<file path="src/rtl/fifo_pointer_ctrl.sv">
// fifo_pointer_ctrl
//
// Single-clock FIFO pointer controller for an external dual-port RAM of 2^ADDR_WIDTH words.
// It sequences a binary write/read pointer pair (one extra wrap bit each) and exports both
// pointers in Gray code, so a later dual-clock FIFO can reuse the same pointer format.
// Full and empty are derived from the next-state Gray pointers and registered, which keeps
// every status output free of combinational paths from the inputs.
//
// Optional feature macro: FIFO_POINTER_CTRL_LEVEL_EN
//   Defined   : o_almostFull / o_almostEmpty are registered threshold flags on the fill level.
//   Undefined : both ports are tied to 0 and ALMOST_FULL / ALMOST_EMPTY are ignored.
//
// Ports
//   i_clock        rising-edge clock
//   i_reset        asynchronous active-high reset
//   i_flush        synchronous clear of both pointers (wins over push and pop)
//   i_wrValid      producer offers a word
//   o_wrReady      FIFO can accept a word (not full)
//   o_wrEnable     RAM write strobe for the accepted push
//   o_wrAddr       RAM write address
//   i_rdReady      consumer takes the head word
//   o_rdValid      head word valid (not empty)
//   o_rdAddr       RAM read address of the head word
//   o_wrPtrGray    write pointer, Gray code (ADDR_WIDTH+1 bits)
//   o_rdPtrGray    read pointer, Gray code (ADDR_WIDTH+1 bits)
//   o_count        fill level, 0..2^ADDR_WIDTH
//   o_full         registered full flag
//   o_empty        registered empty flag
//   o_almostFull   fill level >= ALMOST_FULL (optional feature)
//   o_almostEmpty  fill level <= ALMOST_EMPTY (optional feature)

module fifo_pointer_ctrl #(
    parameter int unsigned ADDR_WIDTH   = 4,
    parameter int unsigned ALMOST_FULL  = 12,
    parameter int unsigned ALMOST_EMPTY = 2
) (
    input  logic                  i_clock,
    input  logic                  i_reset,
    input  logic                  i_flush,
    input  logic                  i_wrValid,
    output logic                  o_wrReady,
    output logic                  o_wrEnable,
    output logic [ADDR_WIDTH-1:0] o_wrAddr,
    input  logic                  i_rdReady,
    output logic                  o_rdValid,
    output logic [ADDR_WIDTH-1:0] o_rdAddr,
    output logic [ADDR_WIDTH:0]   o_wrPtrGray,
    output logic [ADDR_WIDTH:0]   o_rdPtrGray,
    output logic [ADDR_WIDTH:0]   o_count,
    output logic                  o_full,
    output logic                  o_empty,
    output logic                  o_almostFull,
    output logic                  o_almostEmpty
);

    localparam int unsigned PtrW = ADDR_WIDTH + 1;

    // Full means the write pointer is exactly one lap ahead of the read pointer. In Gray code
    // that is the read pointer with its two top bits inverted and the rest unchanged.
    localparam logic [PtrW-1:0] FullMask = PtrW'(3) << (PtrW - 2);

    function automatic logic [PtrW-1:0] bin2gray(input logic [PtrW-1:0] bin);
        return bin ^ (bin >> 1);
    endfunction

    // State
    logic [PtrW-1:0] wr_bin_q,  wr_bin_d;
    logic [PtrW-1:0] rd_bin_q,  rd_bin_d;
    logic [PtrW-1:0] wr_gray_q, wr_gray_d;
    logic [PtrW-1:0] rd_gray_q, rd_gray_d;
    logic [PtrW-1:0] count_q,   count_d;
    logic            full_q,    full_d;
    logic            empty_q,   empty_d;

    // Accepted transfers. Flush suppresses both so no partial pointer update can happen.
    logic push;
    logic pop;

    always_comb begin
        push = i_wrValid & ~full_q & ~i_flush;
        pop  = i_rdReady & ~empty_q & ~i_flush;
    end

    // Next-state pointers, Gray codes, fill level and flags
    always_comb begin
        wr_bin_d = wr_bin_q;
        rd_bin_d = rd_bin_q;

        if (i_flush) begin
            wr_bin_d = '0;
            rd_bin_d = '0;
        end else begin
            if (push) begin
                wr_bin_d = wr_bin_q + PtrW'(1);
            end
            if (pop) begin
                rd_bin_d = rd_bin_q + PtrW'(1);
            end
        end

        wr_gray_d = bin2gray(wr_bin_d);
        rd_gray_d = bin2gray(rd_bin_d);

        // Modulo subtraction handles pointer wrap-around without any special casing.
        count_d   = wr_bin_d - rd_bin_d;

        empty_d   = (wr_gray_d == rd_gray_d);
        full_d    = (wr_gray_d == (rd_gray_d ^ FullMask));
    end

    always_ff @(posedge i_clock or posedge i_reset) begin
        if (i_reset) begin
            wr_bin_q  <= '0;
            rd_bin_q  <= '0;
            wr_gray_q <= '0;
            rd_gray_q <= '0;
            count_q   <= '0;
            full_q    <= 1'b0;
            empty_q   <= 1'b1;
        end else begin
            wr_bin_q  <= wr_bin_d;
            rd_bin_q  <= rd_bin_d;
            wr_gray_q <= wr_gray_d;
            rd_gray_q <= rd_gray_d;
            count_q   <= count_d;
            full_q    <= full_d;
            empty_q   <= empty_d;
        end
    end

`ifdef FIFO_POINTER_CTRL_LEVEL_EN
    logic almost_full_q,  almost_full_d;
    logic almost_empty_q, almost_empty_d;

    always_comb begin
        almost_full_d  = (count_d >= PtrW'(ALMOST_FULL));
        almost_empty_d = (count_d <= PtrW'(ALMOST_EMPTY));
    end

    always_ff @(posedge i_clock or posedge i_reset) begin
        if (i_reset) begin
            almost_full_q  <= 1'b0;
            almost_empty_q <= 1'b1;
        end else begin
            almost_full_q  <= almost_full_d;
            almost_empty_q <= almost_empty_d;
        end
    end

    assign o_almostFull  = almost_full_q;
    assign o_almostEmpty = almost_empty_q;
`else
    // Thresholds are not used in this build; fold them into a sink so they stay referenced.
    logic unused_levels;
    assign unused_levels = ^{PtrW'(ALMOST_FULL), PtrW'(ALMOST_EMPTY)};

    assign o_almostFull  = 1'b0;
    assign o_almostEmpty = 1'b0;
`endif

    // Outputs
    assign o_wrReady   = ~full_q;
    assign o_rdValid   = ~empty_q;
    assign o_wrEnable  = push;
    assign o_wrAddr    = wr_bin_q[ADDR_WIDTH-1:0];
    assign o_rdAddr    = rd_bin_q[ADDR_WIDTH-1:0];
    assign o_wrPtrGray = wr_gray_q;
    assign o_rdPtrGray = rd_gray_q;
    assign o_count     = count_q;
    assign o_full      = full_q;
    assign o_empty     = empty_q;

endmodule

</file>
<file path="config.mk">
export PLATFORM = sky130hd
export DESIGN_NAME = fifo_pointer_ctrl
export DESIGN_NICKNAME = d
export VERILOG_FILES = /design/src/rtl/fifo_pointer_ctrl.sv
export SDC_FILE = /design/constraint.sdc
export NUM_CORES = 1
export LEC_CHECK = 0
export CORE_ASPECT_RATIO = 0.5
export CORE_MARGIN = 1.5
export CORE_UTILIZATION = 45
export CTS_BUF_LIST = sky130_fd_sc_hd__clkbuf_8
export CTS_CLUSTER_DIAMETER = 100
export DETAILED_ROUTE_END_ITERATION = 12
export GPL_TIMING_DRIVEN = 1
export PLACE_DENSITY = 0.76
export SLEW_MARGIN = 10
export SYNTH_ARGS = -nofsm -noshare
export SYNTH_HDL_FRONTEND = slang
export SYNTH_SLANG_ARGS = --single-unit
</file>
<file path="constraint.sdc">
create_clock -name i_clock -period 2.5 [get_ports i_clock]
set_clock_uncertainty 0.2 [all_clocks]
set_input_delay 0.25 -clock i_clock [delete_from_list [all_inputs] [get_ports i_clock]]
set_output_delay 0.25 -clock i_clock [all_outputs]
set_load 0.1 [all_outputs]
</file>
# ---- After elaboration in Yosys (flattened, before gate mapping)
# Index checks and enable logic that the tools add are counted.
dict set report totals {
  register_bits 27
  latchBits 0
  ramBits 0
  rom_bits 0
  in_bits 5
  output_inout_bits 30
  elab_cells 26
  n_memories 0
}
dict set report op_classes {
  addsub 3
  n_mul 0
  div 0
  n_lt_le_gt_ge 0
  eq_ne 2
  shift 0
  n_mux 4
  bitwise_logic 10
  n_reduce_logical 0
}
# cell n
set op_table {}
lappend op_table {{two-way mux 5 bit} 4}
lappend op_table {{adder 5 x 1 -> 5 bit (second input constant)} 2}
lappend op_table {{equality test 5 bit} 2}
lappend op_table {{bitwise XOR 5 x 4 -> 5 bit} 2}
lappend op_table {{subtractor 5 bit} 1}
lappend op_table {{AND 1 bit} 4}
lappend op_table {{inverter 1 bit} 3}
lappend op_table {{inverter 2 bit} 1}

# ---- Depth between registers and ports, before layout
# Gate-level depths: netlist of run 1.
dict set report logic_depth {
  word_depth 8
  depth_mapped 10
  depth_no_buf 10
}

# ---- Worst setup path after synthesis of run 1
# OpenSTA, ideal clock, no wires.
dict set report synth_path {
  path_type {register to register}
  start {register rd_bin_q[0]}
  end {register count_q[4], in the netlist o_count[4]}
  setup_ps 80
  arrival_ps 2597
  required_time_ps 2220
  path_slack_ps -377
  stages_incl_launch_ff 10
  path_buffers 0
  synth_period_minus_slack_ps 2877
  cell_sequence {dfrtp_1 > ha_1 > nand3b_1 > xor2_1 > nor2_1 > inv_1 > ha_1 > a21o_1 > a21oi_1 > xnor2_1}
}
dict set report synth_via {
  elab_chain_cells 4
}
# element line
set synth_lines {}
lappend synth_lines {{from (decl)} 68} ;# logic [PtrW-1:0] rd_bin_q, rd_bin_d;
lappend synth_lines {{from (signal assigned)} 122} ;# rd_bin_q <= rd_bin_d;
lappend synth_lines {{adder 5 x 1 -> 5 bit} 97} ;# rd_bin_d = rd_bin_q + PtrW'(1);
lappend synth_lines {{two-way mux 5 bit} 96} ;# if (pop) begin
lappend synth_lines {{two-way mux 5 bit} 89} ;# if (i_flush) begin
lappend synth_lines {{named net rd_bin_d[2]} 68}
lappend synth_lines {{subtractor 5 bit} 105} ;# count_d = wr_bin_d - rd_bin_d;
lappend synth_lines {{named net count_d[4]} 71} ;# logic [PtrW-1:0] count_q, count_d;
lappend synth_lines {{to (signal assigned)} 125} ;# count_q <= count_d;
lappend synth_lines {{to (decl)} 71}
# The timed path passes the listed nets, and every way through them passes these cells.

# ---- Final worst setup path of run 1
dict set report layout_path {
  start {register empty_q, in the netlist o_empty}
  end {register empty_q, in the netlist o_empty}
}
dict set report layout_via {
  elab_chain_cells 7
}
# element line
set layout_lines {}
lappend layout_lines {{from (decl)} 73} ;# logic empty_q, empty_d;
lappend layout_lines {{from (signal assigned)} 127} ;# empty_q <= empty_d;
lappend layout_lines {{inverter 1 bit} 81} ;# pop = i_rdReady & ~empty_q & ~i_flush;
lappend layout_lines {{AND 1 bit (2 in a row)} 81}
lappend layout_lines {{two-way mux 5 bit} 96}
lappend layout_lines {{two-way mux 5 bit} 89}
lappend layout_lines {{bitwise XOR 5 x 4 -> 5 bit} 63} ;# return bin ^ (bin >> 1);
lappend layout_lines {{equality test 5 bit} 107} ;# empty_d = (wr_gray_d == rd_gray_d);
lappend layout_lines {{named net empty_d} 73}
# The timed path passes the listed nets, and every way through them passes these cells.

==> impl_metrics.ini, run 1 <==
[floorplan]
dieArea_mm2 = 0.00311
die_h_um = 40.2
core_mm2 = 0.00260
start_util_pct = 47.8
floorplan.rows = 13
ios = 35
dieWidth_um = 77.3

[global_route]
grt_max_degree = 26
overflow = 0
track_usage_pct = 19.7
antenna_found_initial = 0
grt_pass1_wl_um = 4370
grt_pass1_vias = 888

[clock_tree]
clock_path_buffers = 2
cts-root-buf = clkbuf_8
clk_pin_slew_worst_paths_ps = 90
ctsHoldBuffers = 0
cts.sink_count = 25
htreeDepth = 1
post_cts_buffers = 0
insertion_delay_ps = 270
cts_tree = built
cts_inserted_buffers = 3

[sta]
slew_violations = 0
tightestPinTransition_ps = 505
rsz0062_at_grt = yes
fin_crit_sh_pct = 97.4
fin_ws_ps = 66.1
fmax_mhz = 411
relSlewSlack_pct = 66.2
period_minus_slack_ps = 2430
hold_viol = 0
setup_viol = 0

[power_and_ir_drop]
switchingPower_mw = 0.708
internal-power_mw = 0.763
clkPwrFrac_pct = 17.2
combPwrFrac_pct = 49.6
powerDensity_mw_per_mm2 = 836
p_total_mw = 1.47
p_leak_nw = 0.885
p_sw_share_pct = 48.1
seqPwrFrac_pct = 33.2
peakVddDrop_v = 0.000532

[routing]
routed_wirelength_um = 2660
ant_nets = 0
vias = 934
wl_met3_um = 102
top_layer = met4
route.detailed.drc = 0
drt-met1-wl_um = 1310
wl_met2_um = 1240
drtIter0Drc = 27
vias_per_cell = 4.74
wire_per_inst_um = 13.5
dr.pass1.iters = 4

[logic_synthesis]
ys_seq_area_share_pct = 50.4
synth_cell_type_count = 28
synth_ff_type = dfrtp_1
synth_area_per_cell_um2 = 11.1
yosys.area.top_type = dfrtp_1
ys_top_cells_by_area = dfrtp_1 48%, xor2_1 9.2%, ha_1 6.0%
synthArstFlopShare_pct = 100
synth_enable_flop_cells = 0
synthesis.instances = 112
netlist_area_mm2 = 0.00124
yosysTopAreaCellShare_pct = 48.3
synth_warnings = 0
synth-seq-cells = 25

[job]
maxCapViolations = 0

[critical_path]
worstPathRequired_ps = 2470
crit_path_max_fanout = 5
cp.arrival_ps = 2410
cp-end-kind = register
start_kind = register
crit_type = reg2reg

[place]
hpwl_um = 2120
post-place-ws_ps = -82.6
dp.cells = 193
place.gp.congestion = 0.738
numPortBuffers = 32

[layout]
area_delta_synth_final_pct = 41.4
drive_above_1_share_pct = 40.6
final_cell_mix = 42 x buf_4, 17 x dfrtp_1, 13 x inv_1, 13 x xor2_1, 8 x nor2_1
final_common_cell = buf_4
final_nets = 173
fin_cells = 197
diodes = 0
n_fill_cell = 208

[worst_hold_path]
min_path_type = in2async

[outcome]
status = complete, no violations
layout make-up:
cell class	instances	area, µm²	share of cell area (%)
Tap cell	37	46.3	2.63
Sequential cell	25	639	36.3
Inverter	13	48.8	2.77
Timing Repair Buffer	47	375	21.3
Clock buffer	3	41.3	2.35
Clock inverter	1	8.76	0.498
Multi-Input combinational cell	71	599	34.1
cells in the mapped netlist (3+ instances only):
master and count:
a21o_1 3, a21oi_1 4, dfrtp_1 24, ha_1 6, inv_1 13, nand2_1 3
nand3b_1 4, nor2_1 10, nor3b_1 4, xnor2_1 6, xor2_1 13
path summary, 6_finish.rpt:
path / startpoint / endpoint / slack [ps] / cells past startpoint
max: o_empty / o_empty / 70 / 6
min: i_reset / o_count[2] / 120 / 3
max reg2reg: o_empty / o_empty / 70 / 6
min reg2reg: wr_bin_q[4] / wr_bin_q[4] / 490 / 2
max in group asynchronous: i_reset / o_empty / 1690 / 3
min in group i_clock: wr_bin_q[4] / wr_bin_q[4] / 490 / 2
per-stage QoR:
step	instance area (µm²)	hold WS [ps]	utilization [%]	TNS, ps
floorplan	1260	76.1	-	-185
global placement	1660	421	63.8	-2.94
detailed placement	1660	427	63.8	-86.4
CTS	1710	131	65.8	0
global route	1760	182	67.6	-37.0
finish	1760	120	67.6	0
power by group through the flow:
| stage | sequential (mW) | combinational, mW | clock, mW |
|---|---|---|---|
| after CTS | 0.489 | 0.711 | 0.260 |
| after global placement | 0.494 | 0.701 | 0 |
| final | 0.488 | 0.730 | 0.253 |
| after detailed placement | 0.496 | 0.709 | 0 |
| after floorplan | 0.847 | 0.193 | 0 |
| after global routing | 0.494 | 0.764 | 0.275 |
repair_timing:
| item | in CTS | in global routing |
|---|---|---|
| endpoints found under the hold margin | 0 | 0 |
| endpoints found under the setup margin | 0 | 3 |
| gates resized for setup | 0 | 8 |
registers in the layout (all words and copies together) (netlist names):
name         flops
o_count          5
o_empty          1
o_full           1
o_rdPtrGray      4
o_wrPtrGray      4
rd_bin_q         5
wr_bin_q         5
critical path: stages, from the launching register on:
cell       delay (ps)
dfstp_4           640
and2b_2           260
xnor2_2           150
buf_4             150
nor3b_1           130
or4_4             520
a2111oi_4         300
metal layers:
layer	vias to the layer above	GRT usage (%)
met5	-	0
met3	2	5.00
met2	13	32.0
met1	457	27.5
met4	0	4.09
li1	462	-
kinds of logic (layout without fill, tap and decap cells):
logic type	count (synthesis)	count (layout)	synth area share [%]
AO/OA/AOI/OAI	14	14	8.75
XOR/XNOR	19	19	13.4
adder cells (fa/ha/maj)	7	7	7.65
buffers and inverters	17	64	5.73
flip-flops	25	25	50.4
multiplexers	2	2	1.61
other	1	2	0.302
AND/OR/NAND/NOR	27	27	12.2
No activity file was read; power rests on OpenSTA's default activity.
==> inputs of run 2 (changes only) <==
--- a/config.mk
+++ b/config.mk
@@ -5,6 +5,7 @@
 export SDC_FILE = /design/constraint.sdc
 export NUM_CORES = 1
 export LEC_CHECK = 0
+export CAP_MARGIN = 15
 export CORE_ASPECT_RATIO = 0.5
 export CORE_MARGIN = 1.5
 export CORE_UTILIZATION = 45
==> constraint.sdc (replaced) <==
create_clock -name i_clock -period 3 [get_ports i_clock]
set_clock_uncertainty 0.2 [all_clocks]
set_input_delay 0.3 -clock i_clock [delete_from_list [all_inputs] [get_ports i_clock]]
set_output_delay 0.3 -clock i_clock [all_outputs]
set_load 0.1 [all_outputs]
==> run 2 against run 1 <==
Against the previous run: first-iteration DRC count rose by 15%; via count fell by 6.7%; non-clock buffer count fell by 10; critical path type unchanged; critical endpoint is now o_count[4]; highest routed layer unchanged.
==> impl_metrics.ini, run 2 (synthesis results as in run 1) <==
[outcome]
status = complete, no violations

[critical_path]
reg2reg_depth = 9
cp_cell_sequence = and2b_1 > xnor2_1 > nor2_1 > ha_1 > fa_1 > inv_1 > a21o_1 > a21oi_1 > xnor2_1
path_delay_family = adder cells
worstPathRequired_ps = 2970
critPathSlowestCell = dfstp_2
cp.arrival_ps = 2500
cp.buffers_inverters = 1
crit_type = reg2reg
reg2reg_slack_ps = 480
r2r_start = o_empty
r2r-end = o_count[4]
critPathMostFrequentCell = xnor2_1
cp-end-kind = register
max_stage_delay_ps = 570
start_kind = register
crit_end = o_count[4]
path_depth = 9
crit_path_max_fanout = 5
critPathLaunch = o_empty

[floorplan]
die_h_um = 40.2
start_util_pct = 47.8
dieWidth_um = 77.3
dieArea_mm2 = 0.00311
ios = 35
floorplan.rows = 13
core_mm2 = 0.00260

[sta]
fmax_mhz = 396
hold_viol = 0
setup_viol = 0
tightestPinTransition_ps = 963
setup_tns_ps = 0
fin_crit_sh_pct = 84.2
slew_violations = 0
rsz0062_at_grt = no
period_minus_slack_ps = 2520
relSlewSlack_pct = 35.6

[routing]
ant_nets = 0
routed_wirelength_um = 2420
wire_per_inst_um = 12.9
drtIter0Drc = 31
vias_per_cell = 4.66
vias = 871
route.detailed.drc = 0
dr.pass1.iters = 4

[clock_tree]
cts_tree = built
clock_path_buffers = 2
htreeDepth = 1
insertion_delay_ps = 280
clk_pin_slew_worst_paths_ps = 100
cts-root-buf = clkbuf_8
cts_inserted_buffers = 3
cts.sink_count = 25
ctsHoldBuffers = 0
post_cts_resized = 0
post_cts_buffers = 0

[place]
dp.cells = 183
place.gp.congestion = 0.758
numPortBuffers = 32
hpwl_um = 1900

[power_and_ir_drop]
p_leak_nw = 0.837
powerDensity_mw_per_mm2 = 731
peakVddDrop_v = 0.000445

[worst_hold_path]
min_path_type = in2async

[layout]
final_common_cell = buf_4
drive_above_1_share_pct = 26.7
n_fill_cell = 229
multi_input_area_um2 = 549
fin_cells = 187
final_cell_mix = 32 x buf_4, 24 x dfrtp_1, 13 x inv_1, 13 x xor2_1, 10 x nor2_1
seq_area_um2 = 627
final_nets = 163
diodes = 0
area_delta_synth_final_pct = 29.6

[global_route]
track_usage_pct = 16.4
grt_pass1_wl_um = 3590
antenna_found_initial = 0
grt_max_degree = 26
grt_pass1_vias = 750
overflow = 0

[job]
maxCapViolations = 0
-- run 2: layout make-up --
cell class	instances	area share [%]
well taps	37	2.87
flip-flops and latches	25	38.9
clock buffers	3	2.56
repair buffers	37	18.0
multi-input cells	71	34.1
clock inverters	1	0.543
inverters	13	3.03
-- run 2: worst min path at each step --
stage,from,end,slack [ps]
floorplan,i_reset,o_count[0],130
global placement,rd_bin_q[4],rd_bin_q[4],440
detailed placement,rd_bin_q[4],rd_bin_q[4],450
CTS,i_reset,o_count[3],390
global route,i_reset,o_count[4],450
finish,i_reset,o_count[4],340
-- run 2: metrics by stage --
stage	utilization (%)	area (µm²)	total power, mW	setup slack (ps)	hold slack, ps
4_1_cts	61.9	1610	1.19	476	392
6_report	61.9	1610	1.18	475	343
3_3_place_gp	60.0	1560	0.968	353	444
5_1_grt	61.9	1610	1.22	407	450
2_1_floorplan	-	1250	0.861	123	127
3_5_place_dp	60.0	1560	0.974	269	454
-- run 2: power breakdown --
part | switching, mW | internal (mW)
combinational | 0.440 | 0.125
sequential | 0.0208 | 0.380
clock | 0.116 | 0.0975
-- run 2: metal layers --
metal	vias to the layer above	routed length (µm)	track usage, %
met5	-	0	0
met3	2	113	4.77
met4	0	19	5.45
met1	418	1190	22.7
met2	16	1100	25.2
li1	435	-	-
